[src/rtl/fmap_sram_reader.sv]
// fmap_sram_reader
//   Streaming read front-end for the feature-map two-port SRAM. A start
//   command launches a run of reads on the SRAM read port, the one-cycle
//   read latency is absorbed, and the words leave as a valid/ready stream.
//   A 2-entry output buffer holds in-flight data under backpressure.
//
// Ports
//   CLK        single clock, rising edge
//   RSTN       asynchronous active-low reset
//   start      one-cycle command pulse, sampled only while busy=0
//   base_addr  first read address (sampled with start)
//   length     number of words, 0..2^ADDR_BITS (sampled with start)
//   stride     address increment (only with READER_STRIDE_EN)
//   busy       run in progress
//   done       one-cycle pulse at end of run
//   CENA/AA    SRAM read enable (active-high) / read address
//   QA         SRAM read data, valid the cycle after CENA=1
//   out_valid/out_ready/out_data/out_last  output stream
//
// Configuration
//   READER_STRIDE_EN  defined: stride port present, address advances by the
//                     latched stride. Undefined: increment fixed at 1.

module fmap_sram_reader #(
  parameter int ADDR_BITS = 13,
  parameter int DATA_BITS = 16
) (
  input  logic                 CLK,
  input  logic                 RSTN,
  input  logic                 start,
  input  logic [ADDR_BITS-1:0] base_addr,
  input  logic [ADDR_BITS:0]   length,
`ifdef READER_STRIDE_EN
  input  logic [ADDR_BITS-1:0] stride,
`endif
  output logic                 busy,
  output logic                 done,
  output logic                 CENA,
  output logic [ADDR_BITS-1:0] AA,
  input  logic [DATA_BITS-1:0] QA,
  output logic                 out_valid,
  input  logic                 out_ready,
  output logic [DATA_BITS-1:0] out_data,
  output logic                 out_last
);

  typedef enum logic [1:0] {IDLE, READ, DRAIN} state_t;

  localparam logic [ADDR_BITS:0]   REM_ONE   = 1;
  localparam logic [ADDR_BITS-1:0] UNIT_STEP = 1;

  state_t                 state;
  logic [ADDR_BITS-1:0]   addr;
  logic [ADDR_BITS:0]     remaining;
  logic [ADDR_BITS-1:0]   step;
`ifdef READER_STRIDE_EN
  logic [ADDR_BITS-1:0]   stride_r;
`endif
  logic                   inflight;
  logic                   inflight_last;
  logic                   done_r;

  logic [DATA_BITS-1:0]   buf_data [2];
  logic                   buf_last [2];
  logic                   wr_ptr;
  logic                   rd_ptr;
  logic [1:0]             fifo_count;

  logic                   pop;
  logic [2:0]             occ;
  logic                   room;
  logic                   issue;
  logic                   drained;

`ifdef READER_STRIDE_EN
  assign step = stride_r;
`else
  assign step = UNIT_STEP;
`endif

  // Issue only if the buffer can still take every word already committed:
  // buffered + in flight - leaving this cycle must stay below 2.
  always_comb begin
    pop     = (fifo_count != 2'd0) && out_ready;
    occ     = {1'b0, fifo_count} + {2'b00, inflight};
    room    = (occ < 3'd2) || ((occ == 3'd2) && pop);
    issue   = (state == READ) && room;
    // Ending in the same cycle as the final pop makes done land one
    // cycle after the out_last handshake.
    drained = (state == DRAIN) && !inflight &&
              ((fifo_count == 2'd0) || ((fifo_count == 2'd1) && pop));
  end

  always_ff @(posedge CLK or negedge RSTN) begin
    if (!RSTN) begin
      state         <= IDLE;
      addr          <= '0;
      remaining     <= '0;
`ifdef READER_STRIDE_EN
      stride_r      <= '0;
`endif
      inflight      <= 1'b0;
      inflight_last <= 1'b0;
      done_r        <= 1'b0;
      wr_ptr        <= 1'b0;
      rd_ptr        <= 1'b0;
      fifo_count    <= 2'd0;
      for (int unsigned i = 0; i < 2; i++) begin
        buf_data[i] <= '0;
        buf_last[i] <= 1'b0;
      end
    end else begin
      done_r        <= 1'b0;
      inflight      <= issue;
      inflight_last <= issue && (remaining == REM_ONE);

      if (inflight) begin
        buf_data[wr_ptr] <= QA;
        buf_last[wr_ptr] <= inflight_last;
        wr_ptr           <= ~wr_ptr;
      end
      if (pop) begin
        rd_ptr <= ~rd_ptr;
      end
      case ({inflight, pop})
        2'b10:   fifo_count <= fifo_count + 2'd1;
        2'b01:   fifo_count <= fifo_count - 2'd1;
        default: fifo_count <= fifo_count;
      endcase

      case (state)
        IDLE: begin
          if (start) begin
            addr      <= base_addr;
            remaining <= length;
`ifdef READER_STRIDE_EN
            stride_r  <= stride;
`endif
            // Zero-length run has nothing to drain: finish now.
            if (length == '0) begin
              done_r <= 1'b1;
            end else begin
              state <= READ;
            end
          end
        end
        READ: begin
          if (issue) begin
            addr      <= addr + step;
            remaining <= remaining - REM_ONE;
            if (remaining == REM_ONE) begin
              state <= DRAIN;
            end
          end
        end
        DRAIN: begin
          if (drained) begin
            done_r <= 1'b1;
            state  <= IDLE;
          end
        end
        default: state <= IDLE;
      endcase
    end
  end

  assign busy      = (state != IDLE);
  assign done      = done_r;
  assign CENA      = issue;
  assign AA        = issue ? addr : '0;
  assign out_valid = (fifo_count != 2'd0);
  assign out_data  = out_valid ? buf_data[rd_ptr] : '0;
  assign out_last  = out_valid ? buf_last[rd_ptr] : 1'b0;

endmodule

[config.mk]
export PLATFORM = sky130hd
export DESIGN_NAME = fmap_sram_reader
export DESIGN_NICKNAME = d
export VERILOG_FILES = /design/src/rtl/fmap_sram_reader.sv
export SDC_FILE = /design/constraint.sdc
export NUM_CORES = 1
export LEC_CHECK = 0
export BUFFER_PORTS_ARGS = -buffer_cell sky130_fd_sc_hd__buf_4
export CAP_MARGIN = 20
export CORE_ASPECT_RATIO = 1.4
export CORE_MARGIN = 8
export CORE_UTILIZATION = 55
export DETAILED_ROUTE_END_ITERATION = 8
export GPL_TIMING_DRIVEN = 0
export PLACE_DENSITY = 0.86
export SLEW_MARGIN = 20
export SYNTH_ARGS = -nofsm -noshare
export SYNTH_HDL_FRONTEND = slang
export SYNTH_SLANG_ARGS = --single-unit
[constraint.sdc]
create_clock -name CLK -period 2.2 [get_ports CLK]
set_input_delay 0.44 -clock CLK [delete_from_list [all_inputs] [get_ports CLK]]
set_output_delay 0.44 -clock CLK [all_outputs]
set_load 0.02 [all_outputs]
Yosys cells after proc, flatten, opt, wreduce, memory -nomap -nowiden

Cells that the tools add are included.

Bits in registers: 70
Input port bits: 47
Output and inout bits: 34
Logic and storage cells: 90

Eq/ne operators: 12
Bitwise logic cells: 4
Reductions and logical operators: 20
Add/subtract/negate cells: 5
Order comparisons: 4
Muxes and demuxes: 32

Operator list:

| kind                  | count |
|---|---|
| $mux 16               | 5 |
| $mux 13               | 3 |
| $bwmux 32             | 1 |
| $mux 14               | 2 |
| $pmux 14 s2           | 1 |
| $pmux 13 s2           | 1 |
| $demux 16 s1          | 1 |
| $eq 14x1->1 const B   | 1 |
| $logic_not 14->1      | 1 |
| $sub 14x1->14 const B | 1 |
| $add 13x1->13 const B | 1 |
| $mux 2                | 5 |
| $logic_and 1x1->1     | 8 |
| $mux 1                | 8 |
| $ne 2x2->1 const B    | 4 |
| $reduce_bool 2->1     | 4 |
| $eq 2x1->1 const B    | 3 |
| $pmux 2 s3            | 1 |
| $reduce_and 5->1      | 1 |
| $eq 2x2->1 const B    | 2 |
| $ge 2x2->1 const B    | 2 |
| $logic_not 2->1       | 2 |
| $not 1->2             | 2 |
| $pmux 2 s2            | 1 |
| 14 further kinds      | 16 |

Logic depth before layout (Yosys ltp)

Gate-level depths: netlist of the first run.

Depth after elaboration: 7
Gate-level depth with buffers: 8
Gate-level depth less buffers: 7

Least setup slack after synthesis of the first run

OpenSTA, ideal clock, no wires.

Kind: reg2out
Start: register inflight
End: output AA[10]
Data required time: 1.760 ns
Slack: 0.067 ns
Stages on the path, launching flop included: 7
Buffers on the path: 1
Data arrival time: 1.693 ns
Cells stage by stage: dfrtp_1 -> ha_1 -> ha_1 -> nor2_1 -> a31o_2 -> clkbuf_1 -> and3_1

Word-level cells in the longest chain between the ends: 6
Elaborated cells between the ends (all ways): 7
Classes of those cells: add/sub: 1; order compare: 1; eq/ne: 1; mux: 1; reduce/logical: 3

Ends and longest elaborated chain:

| element                                                            | RTL line | text |
|---|---|---|
| from (decl)                                                        | 59       | `logic inflight;` |
| from (signal assigned)                                             | 114      | `inflight <= issue;` |
| $add 2x1->3 *                                                      | 85       | `occ = {1'b0, fifo_count} + {2'b00, inflight};` |
| parallel branches: the longest is 2 deep, another holds $lt 3x2->1 | -        |  |
| $logic_or 1x1->1 *                                                 | 86       | `room = (occ < 3'd2) \|\| ((occ == 3'd2) && pop);` |
| $logic_and 1x1->1 *                                                | 87       | `issue = (state == READ) && room;` |
| $mux 13 *                                                          | 170      | `assign AA = issue ? addr : '0;` |
| to (decl)                                                          | 39       | `output logic [ADDR_BITS-1:0] AA,` |

Mark *: on every way between the ends.

Worst setup path in the final report of the first run

Start: register fifo_count[0]
End: output AA[0]

Word-level cells in the longest chain between the ends: 6
Elaborated cells between the ends (all ways): 9
Classes of those cells: add/sub: 1; order compare: 1; eq/ne: 1; mux: 1; reduce/logical: 5

Ends and longest elaborated chain:

| element                | RTL line | text |
|---|---|---|
| from (decl)            | 67       | `logic [1:0] fifo_count;` |
| from (signal assigned) | 126      | `2'b10: fifo_count <= fifo_count + 2'd1;` |
| from (signal assigned) | 127      | `2'b01: fifo_count <= fifo_count - 2'd1;` |
| from (signal assigned) | 128      | `default: fifo_count <= fifo_count;` |
| $reduce_bool 2->1      | 84       | `pop = (fifo_count != 2'd0) && out_ready;` |
| $logic_and 1x1->1      | 84       |  |
| via pop                | 69       | `logic pop;` |
| $logic_and 1x1->1      | 86       |  |
| $logic_or 1x1->1       | 86       |  |
| $logic_and 1x1->1      | 87       |  |
| $mux 13                | 170      |  |

The timed path passes the listed nets, and every way through them passes these cells.

==> impl_metrics.yaml, run 1 <==
floorplanning:
  io_pins: 81
  die_w_um: 87.0
  floorplan.die.height_um: 115
  start_util_pct: 56.3
  row_count: 36
  core_mm2: 0.00689
  die_area_mm2: 0.0100
run_status:
  violations: "setup timing"
  status: "finished, violations left"
finish:
  fin_nets: 547
  stdcell_area_mm2: 0.00511
  diodes: 0
  syn2layout_area_growth_pct: 31.8
  drive_above_1_share_pct: 37.4
  final_core_util_pct: 74.1
place:
  io_buffers: 80
  dpl.hpwl_mm: 7.95
  place_area_mm2: 0.00460
  routabilityCongestion: 0.919
  dp_slack_ns: -0.267
setup_path:
  crit_slowest_cell: "dfrtp_1"
  cp_data_required_time_ns: 1.76
  worst-setup-path-type: "flip-flop to output pin"
  crit_top_cell: "buf_4"
  cp_top_family: "buffers and inverters"
  crit_chain: "inv_1 > ha_2 > nor2b_1 > buf_4 > a31o_4 > buf_4 > and3_4 > buf_6"
  r2r-start: "addr[0]"
  critical_path_arrival_ns: 1.94
  worst-path-buf-inv: 4
  start_kind: "flip-flop"
  max_stage_delay_ns: 0.43
  critPathMaxFanout: 5
  cp-end-kind: "output pin"
  critPathLaunch: "fifo_count[0]"
yosys:
  ys_ff_latch: 70
  synth_edf_count: 0
  synthFlopType: "dfrtp_1"
  synthArstFlopShare_pct: 100
  synth.distinct_cells: 47
  synth.net_count: 447
  syn_area_per_cell_um2: 9.92
  synth_area_mm2: 0.00388
  syn_inst: 391
  yosys_warnings: 0
  seq_area_frac_synth_pct: 45.2
timing:
  finalSetupViolations: 14
  fin_crit_ns: 2.38
  tightest_slew_ns: 0.895
  setup_ws_ns: -0.179
  fmax_mhz: 420
  hold_ws_ns: 0.212
  worst_slew_margin_rel_pct: 40.3
  fin_crit_sh_pct: 108
  grt_setup_unrepaired: "true"
  clock_skew_ns: 0.00770
  hold_violations: 0
  report.final.slew_viol_count: 0
power:
  power_mw: 8.26
  peakVddDrop_mv: 0.799
  p_per_area_mw_per_mm2: 1620
  p_leak_nw: 2.35
grt:
  grt_first_pass_wirelength_mm: 18.5
  grt_pass1_vias: 3732
  track_usage_pct: 23.7
  grt_antenna_before_repair: 0
  grt_start_max_net_pins: 71
  grt_overflow: 0
clock_tree:
  clkTransAtPathRegs_ns: 0.07
  cts_tree: "yes"
  holdBufCountCts: 0
  worst_skew_pair.late_latency_ns: 0.35
  cts_buffers: 9
  htreeDepth: 3
  cts_sinks: 70
  root_buffer: "clkbuf_8"
  clk_path_buf_depth: 2
routing:
  via_count: 3640
  wl_mm: 11.6
  first_pass_iters: 5
  routedWlPerCell_um: 19.7
  drt_iter0_drc: 227
  ant_nets: 0
  route.detailed.drc: 0
  viasPerCell: 6.17
worst_hold_path:
  hp-class: "input port to async pin"
flow_run:
  cap_violations: 0
[report_power, final]
part	total (mW)	internal (mW)	leakage [nW]	switching [mW]
logic	4.63	2.23	1.42	2.40
clock network	1.26	0.777	0.119	0.482
registers	2.37	1.85	0.817	0.521
total	8.26	4.86	2.35	3.40
[synth_stat cells, types with 3 or more instances]
library cell  instances  area share (%)
a31oi_1              17             2.7
nand4_1               3            0.48
nor4_1                6            0.97
buf_1                 3            0.29
ha_1                  9             2.9
clkbuf_1             13             1.3
mux2_2               34             9.9
nor2_1               41             4.0
nand3_1               8             1.0
a31o_2                3            0.68
a22oi_1               3            0.58
and3_1               14             2.3
buf_2                 8             1.0
nor3_1                5            0.65
o22ai_1               8             1.3
nor2b_1               3            0.48
inv_1                14             1.4
nand2_1              27             2.6
o21ai_0              12             1.5
o211ai_1              5            0.97
dfrtp_1              70              45
mux2i_1              19             4.9
o31ai_1               7             1.4
a41o_1                4             1.0
a21oi_1              17             2.2
a2bb2oi_1             4            0.90
[registers in the layout, indices dropped and copies added, names as in the netlist]
name / flops
fifo_count: 2
addr: 13
rd_ptr: 1
inflight: 1
remaining: 14
buf_data: 32
state: 2
inflight_last: 1
wr_ptr: 1
buf_last: 2
done: 1
[timing repair]
| item | 4_1_cts | 5_1_grt |
|---|---|---|
| buffers inserted | 8 | 1 |
| setup endpoints to repair | 39 | 40 |
| pin swaps | 2 | 1 |
| gates resized for setup | 50 | 13 |
| cloned | 1 | 0 |
[worst paths after layout]
| check | to | depth (start not counted) | slack, ns |
|---|---|---|---|
| setup / recovery | AA[0] | 8 | -0.18 |
| hold / removal | buf_data[21] | 1 | 0.21 |
| setup reg to reg | addr[12] | 5 | 0.08 |
| hold reg to reg | buf_last[1] | 1 | 0.51 |
| max in group asynchronous | rd_ptr | 1 | 1.35 |
| min in group CLK | buf_data[14] | 2 | 0.33 |
[cells by family (layout without fill, tap and decap cells)]
family / after synthesis / after routing / synth area share [%]
compound gates: 95 / 95 / 16.8
xor+xnor: 4 / 4 / 0.904
fa+ha+maj: 9 / 9 / 2.90
buf+inv: 38 / 142 / 3.94
flops: 70 / 70 / 45.2
mux: 53 / 53 / 14.8
simple gates: 122 / 122 / 15.5
[layout by cell type (no fill, tap or decap), types with 10 or more instances in the layout]
master     n
buf_4     80
a31oi_1   17
o21ai_0   12
mux2i_1   19
nand2_1   27
and3_4    12
dfrtp_1   68
a21oi_1   17
nor2_1    38
buf_6     12
clkbuf_8  10
inv_1     12
mux2_2    34
[layer usage]
metal | up-vias | routed length (um) | GRT usage, %
met5 | - | 0 | 0
met4 | 0 | 304 | 12.2
met3 | 27 | 1120 | 6.08
met1 | 1769 | 4260 | 26.8
li1 | 1642 | - | -
met2 | 202 | 5920 | 39.9
[through the flow]
stage	instances	TNS, ns
floorplan	391	0
global placement	566	-3.88
detailed placement	566	-5.01
CTS	589	-2.01
global route	590	-3.24
finish	590	-2.17
[area by class of cell]
type | count | area (um2)
Fill cell | 492 | 1780
Buffer | 23 | 128
Tap cell | 95 | 119
Clock buffer | 11 | 141
Inverter | 14 | 52.6
Clock inverter | 4 | 95.1
Sequential cell | 70 | 1750
Timing Repair Buffer | 90 | 728
Multi-Input combinational cell | 283 | 2090
(Power assumes the default switching activity.)
==> inputs of run 2 (changes only) <==
--- a/config.mk
+++ b/config.mk
@@ -5,12 +5,13 @@
 export SDC_FILE = /design/constraint.sdc
 export NUM_CORES = 1
 export LEC_CHECK = 0
-export BUFFER_PORTS_ARGS = -buffer_cell sky130_fd_sc_hd__buf_4
 export CAP_MARGIN = 20
 export CORE_ASPECT_RATIO = 1.4
 export CORE_MARGIN = 8
-export CORE_UTILIZATION = 55
+export CORE_UTILIZATION = 64
+export CTS_BUF_LIST = sky130_fd_sc_hd__clkbuf_8 sky130_fd_sc_hd__clkbuf_16
 export DETAILED_ROUTE_END_ITERATION = 8
+export DONT_BUFFER_PORTS = 1
 export GPL_TIMING_DRIVEN = 0
 export PLACE_DENSITY = 0.86
 export SLEW_MARGIN = 20
==> run 2 against run 1 <==
Against the previous run: the run still ends with setup timing left; core utilization is 3.3 points higher; sequential power about the same; first-iteration DRC count increased by 37%; critical path type unchanged; highest routed layer unchanged.
==> impl_metrics.yaml, run 2 (synthesized netlist as in run 1, its figures left out) <==
clock_tree:
  cts_tree: "yes"
  htreeDepth: 3
  worst_skew_pair.late_latency_ns: 0.35
  clkTransAtPathRegs_ns: 0.08
  root_buffer: "clkbuf_8"
  cts_sinks: 70
  clk_path_buf_depth: 2
  cts_buffers: 9
worst_hold_path:
  hp-start: "QA[13]"
  hp-class: "input port to flip-flop"
finish:
  stdcell_area_mm2: 0.00454
  largest_registers: "buf_data x32, remaining x14, addr x13"
  final_core_util_pct: 77.4
  final_common_cell: "dfrtp_1"
  diodes: 0
  largest_reg_flops: 32
  fillers: 365
  drive_above_1_share_pct: 28.6
  top_register: "buf_data"
  fin_nets: 470
  final_cell_mix: "dfrtp_1 (68), mux2_2 (34), nor2_1 (29)"
  syn2layout_area_growth_pct: 17.0
power:
  combinationalPowerShare_pct: 53.6
  p_sw_mw: 3.49
  clkPwrFrac_pct: 15.2
  p_leak_nw: 1.97
  peakVddDrop_mv: 0.851
  power_mw: 7.67
  power_frac_seq_pct: 31.2
  p_sw_share_pct: 45.4
  p_per_area_mw_per_mm2: 1690
  internal_power_mw: 4.19
place:
  routabilityCongestion: 0.940
  dp_slack_ns: -0.309
  io_buffers: 0
  place_area_mm2: 0.00397
  dpl.hpwl_mm: 7.46
timing:
  clock_skew_ns: 0.00901
  report.final.slew_viol_count: 0
  hold_violations: 0
  grt_setup_unrepaired: "true"
  tns_ns: -1.53
  fin_crit_ns: 2.34
  fmax_mhz: 428
  finalSetupViolations: 13
  fin_crit_sh_pct: 106
  tightest_slew_ns: 0.644
  worst_slew_margin_rel_pct: 56.9
  setup_ws_ns: -0.137
setup_path:
  start_kind: "flip-flop"
  critical_path_arrival_ns: 1.90
  cp-end-kind: "output pin"
  worst-setup-path-type: "flip-flop to output pin"
  r2r-start: "remaining[0]"
  ff2ff_setup_slack_ns: 0.07
  critPathLaunch: "fifo_count[0]"
  critPathMaxFanout: 7
  cp_data_required_time_ns: 1.76
floorplanning:
  start_util_pct: 66.1
  die_area_mm2: 0.00884
  core_mm2: 0.00586
  row_count: 33
  die_w_um: 81.8
  io_pins: 81
  floorplan.die.height_um: 108
grt:
  grt_pass1_vias: 3440
  grt_overflow: 0
  grt_start_max_net_pins: 71
  grt_first_pass_wirelength_mm: 17.3
  track_usage_pct: 25.5
  grt_antenna_before_repair: 0
routing:
  viasPerCell: 6.94
  route.detailed.drc: 0
  drt_iter0_drc: 310
  ant_nets: 0
  wl_mm: 11.4
  routedWlPerCell_um: 23.3
  first_pass_iters: 7
  via_count: 3395
run_status:
  violations: "setup timing"
  status: "finished, violations left"
flow_run:
  cap_violations: 0
run 2: area by class of cell:
cell class	count	area [um2]	area share [%]
buffer	23	130	2.87
clock buffer	9	124	2.73
clock inverter	7	97.6	2.15
inverter	14	55.1	1.21
multi-input combinational	283	2160	47.6
sequential	70	1750	38.7
tap	70	87.6	1.93
timing repair buffer	13	128	2.81
run 2: worst max-delay path: stages, from the launching register on:
cell	delay [ns]
dfrtp_1	0.41
ha_2	0.21
inv_2	0.05
ha_4	0.27
a31o_4	0.24
buf_8	0.13
and3_4	0.22
run 2: what timing repair did:
action / CTS / global route
cloned: 1 / 0
hold buffers: 2 / 0
endpoints found under the setup margin: 42 / 39
endpoints found under the hold margin: 70 / 0
setup buffers: 7 / 3
pin swaps: 3 / 5
resized for setup: 59 / 24
run 2: through the flow:
stage / hold WS (ns) / std cells
2_1_floorplan: 0.144 / 391
3_3_place_gp: 0.146 / 461
5_1_grt: 0.213 / 489
4_1_cts: 0.225 / 486
6_report: 0.234 / 489
3_5_place_dp: 0.146 / 461
run 2: worst paths after layout:
kind | endpoint | depth (start not counted)
setup / recovery | AA[5] | 6
min in group asynchronous | addr[5] | 2
setup reg to reg | remaining[12] | 7
hold reg to reg | buf_data[2] | 1
hold / removal | buf_data[13] | 1
max in group asynchronous | remaining[12] | 2
run 2: power by group through the flow:
stage / clock [mW] / combinational, mW / sequential, mW
finish: 1.17 / 4.11 / 2.39
detailed placement: 0 / 3.24 / 2.33
global placement: 0 / 3.15 / 2.28
CTS: 1.18 / 3.80 / 2.34
floorplan: 0 / 2.67 / 2.18
global route: 1.25 / 4.38 / 2.45
run 2: metal layers:
metal	track usage [%]	routed length, um
met5	0	0
met4	12.3	414
met3	7.81	1140
met2	42.7	5890
met1	28.4	3940
==> inputs of run 3 (changes only) <==
--- a/config.mk
+++ b/config.mk
@@ -12,7 +12,6 @@
 export CTS_BUF_LIST = sky130_fd_sc_hd__clkbuf_8 sky130_fd_sc_hd__clkbuf_16
 export DETAILED_ROUTE_END_ITERATION = 8
 export DONT_BUFFER_PORTS = 1
-export GPL_TIMING_DRIVEN = 0
 export PLACE_DENSITY = 0.86
 export SLEW_MARGIN = 20
 export SYNTH_ARGS = -nofsm -noshare
==> run 3 against run 2 <==
Against the previous run: the run still ends with setup timing left; design area is 0.58% lower; worst hold slack better by 0.0044 ns; core utilization is 0.45 points lower; routed wire length fell by 6.7%; clock skew grew 0.0033 ns; sequential share of layout area is 0.20 points higher; critical path type unchanged.
==> impl_metrics.yaml, run 3 (synthesized netlist as in run 1, its figures left out) <==
finish:
  final_common_cell: "dfrtp_1"
  largest_registers: "buf_data x32, remaining x14, addr x13"
  drive_above_1_share_pct: 26.7
  fillers: 397
  area.sequential_mm2: 0.00175
  final_cell_mix: "dfrtp_1 (69), nor2_1 (39), mux2_2 (34)"
  fin_nets: 466
  top_register: "buf_data"
  diodes: 0
  final_core_util_pct: 77.0
  syn2layout_area_growth_pct: 16.4
  largest_reg_flops: 32
  multiInputGateArea_mm2: 0.00211
grt:
  grt_first_pass_wirelength_mm: 16.6
  grt_overflow: 0
  grt_pass1_vias: 3351
  grt_start_max_net_pins: 71
  track_usage_pct: 24.2
  grt_antenna_before_repair: 0
clock_tree:
  cts_buffers: 9
  cts_sinks: 70
  clkTransAtPathRegs_ns: 0.09
  htreeDepth: 3
  root_buffer: "clkbuf_8"
  worst_skew_pair.late_latency_ns: 0.34
  cts_tree: "yes"
  clk_path_buf_depth: 2
worst_hold_path:
  hp-class: "input port to flip-flop"
  whs_endpoint: "buf_data[25]"
  hp-start: "QA[9]"
  holdPathStages: 1
setup_path:
  ff2ff_setup_slack_ns: 0.14
  cp_data_required_time_ns: 1.76
  reg2regPathDepth: 9
  cp-end-kind: "output pin"
  critPathMaxFanout: 4
  worst-setup-path-type: "flip-flop to output pin"
  r2r-start: "fifo_count[0]"
  worstReg2RegEnd: "addr[10]"
  start_kind: "flip-flop"
  critical_path_arrival_ns: 1.85
timing:
  fmax_mhz: 438
  fin_crit_sh_pct: 104
  hold_violations: 0
  tightest_slew_ns: 0.560
  worst_slew_margin_rel_pct: 62.6
  report.final.slew_viol_count: 0
  finalSetupViolations: 14
  fin_crit_ns: 2.29
  clock_skew_ns: 0.0124
  setup_ws_ns: -0.0854
  grt_setup_unrepaired: "true"
  tns_ns: -1.00
routing:
  route.detailed.drc: 0
  via_count: 3326
  ant_nets: 0
  first_pass_iters: 5
  routedWlPerCell_um: 21.9
  drt_iter0_drc: 178
  wl_mm: 10.6
  viasPerCell: 6.86
place:
  dpl.hpwl_mm: 7.23
  io_buffers: 0
  routabilityCongestion: 0.923
power:
  p_per_area_mw_per_mm2: 1680
  p_leak_nw: 2.00
  peakVddDrop_mv: 0.764
flow_run:
  cap_violations: 0
run_status:
  status: "finished, violations left"
  violations: "setup timing"
floorplanning:
  row_count: 33
  floorplan.die.height_um: 108
  core_mm2: 0.00586
  die_w_um: 81.8
  start_util_pct: 66.1
  io_pins: 81
  die_area_mm2: 0.00884
run 3: cell count changes in the layout (fill, tap and decap cells not counted), moves of 3 or more:
cell	before	now
buf_2	8	0
buf_4	11	27
buf_8	3	0
clkbuf_1	6	0
clkbuf_2	3	0
inv_1	11	14
nor2_1	29	39
nor2_4	11	2
run 3: area by class of cell:
cell class / count / share of cell area, %
tap: 70 / 1.94
inverter: 14 / 1.16
sequential: 70 / 38.9
clock inverter: 7 / 2.16
timing repair buffer: 32 / 6.27
multi-input combinational: 283 / 46.9
clock buffer: 9 / 2.75
run 3: worst max-delay path: stages, from the launching register on:
cell	delay, ns
dfrtp_1	0.44
ha_4	0.19
inv_2	0.06
ha_4	0.21
a31o_4	0.24
buf_6	0.12
nand2_4	0.07
nor2_4	0.04
buf_6	0.13
run 3: power by group:
part           switching [mW]  total [mW]  internal, mW
registers               0.576        2.42          1.84
clock network           0.516        1.16         0.644
logic                    2.23        3.99          1.76
total                    3.32        7.57          4.25
run 3: how the worst max path moves through the flow:
stage	startpoint	end
2_1_floorplan	inflight	AA[10]
3_3_place_gp	fifo_count[0]	AA[11]
3_5_place_dp	remaining[1]	remaining[12]
4_1_cts	fifo_count[0]	AA[2]
5_1_grt	fifo_count[0]	AA[2]
6_report	fifo_count[0]	AA[2]
run 3: through the flow:
step / instances / setup slack [ns] / hold WS (ns) / instance area, um2 / total power, mW
6_report: 485 / -0.0854 / 0.238 / 4510 / 7.57
5_1_grt: 485 / -0.148 / 0.221 / 4510 / 8.00
4_1_cts: 483 / -0.140 / 0.229 / 4420 / 7.25
3_5_place_dp: 461 / 0.129 / 0.147 / 4070 / 5.81
3_3_place_gp: 461 / 0.217 / 0.146 / 4070 / 5.63
2_1_floorplan: 391 / 0.0665 / 0.144 / 3880 / 4.86
run 3: what timing repair did:
action,in CTS,in global routing
pin swaps,5,4
endpoints found under the setup margin,31,17
hold endpoints to repair,70,0
resized for setup,25,18
setup buffers,4,2
hold buffers,2,0
run 3: routing by layer:
layer	routed length [um]	share of wire (%)	track usage (%)
met3	824	7.8	6.23
met1	3840	36	27.2
met2	5590	53	40.9
met5	0	0	0
met4	372	3.5	12.3
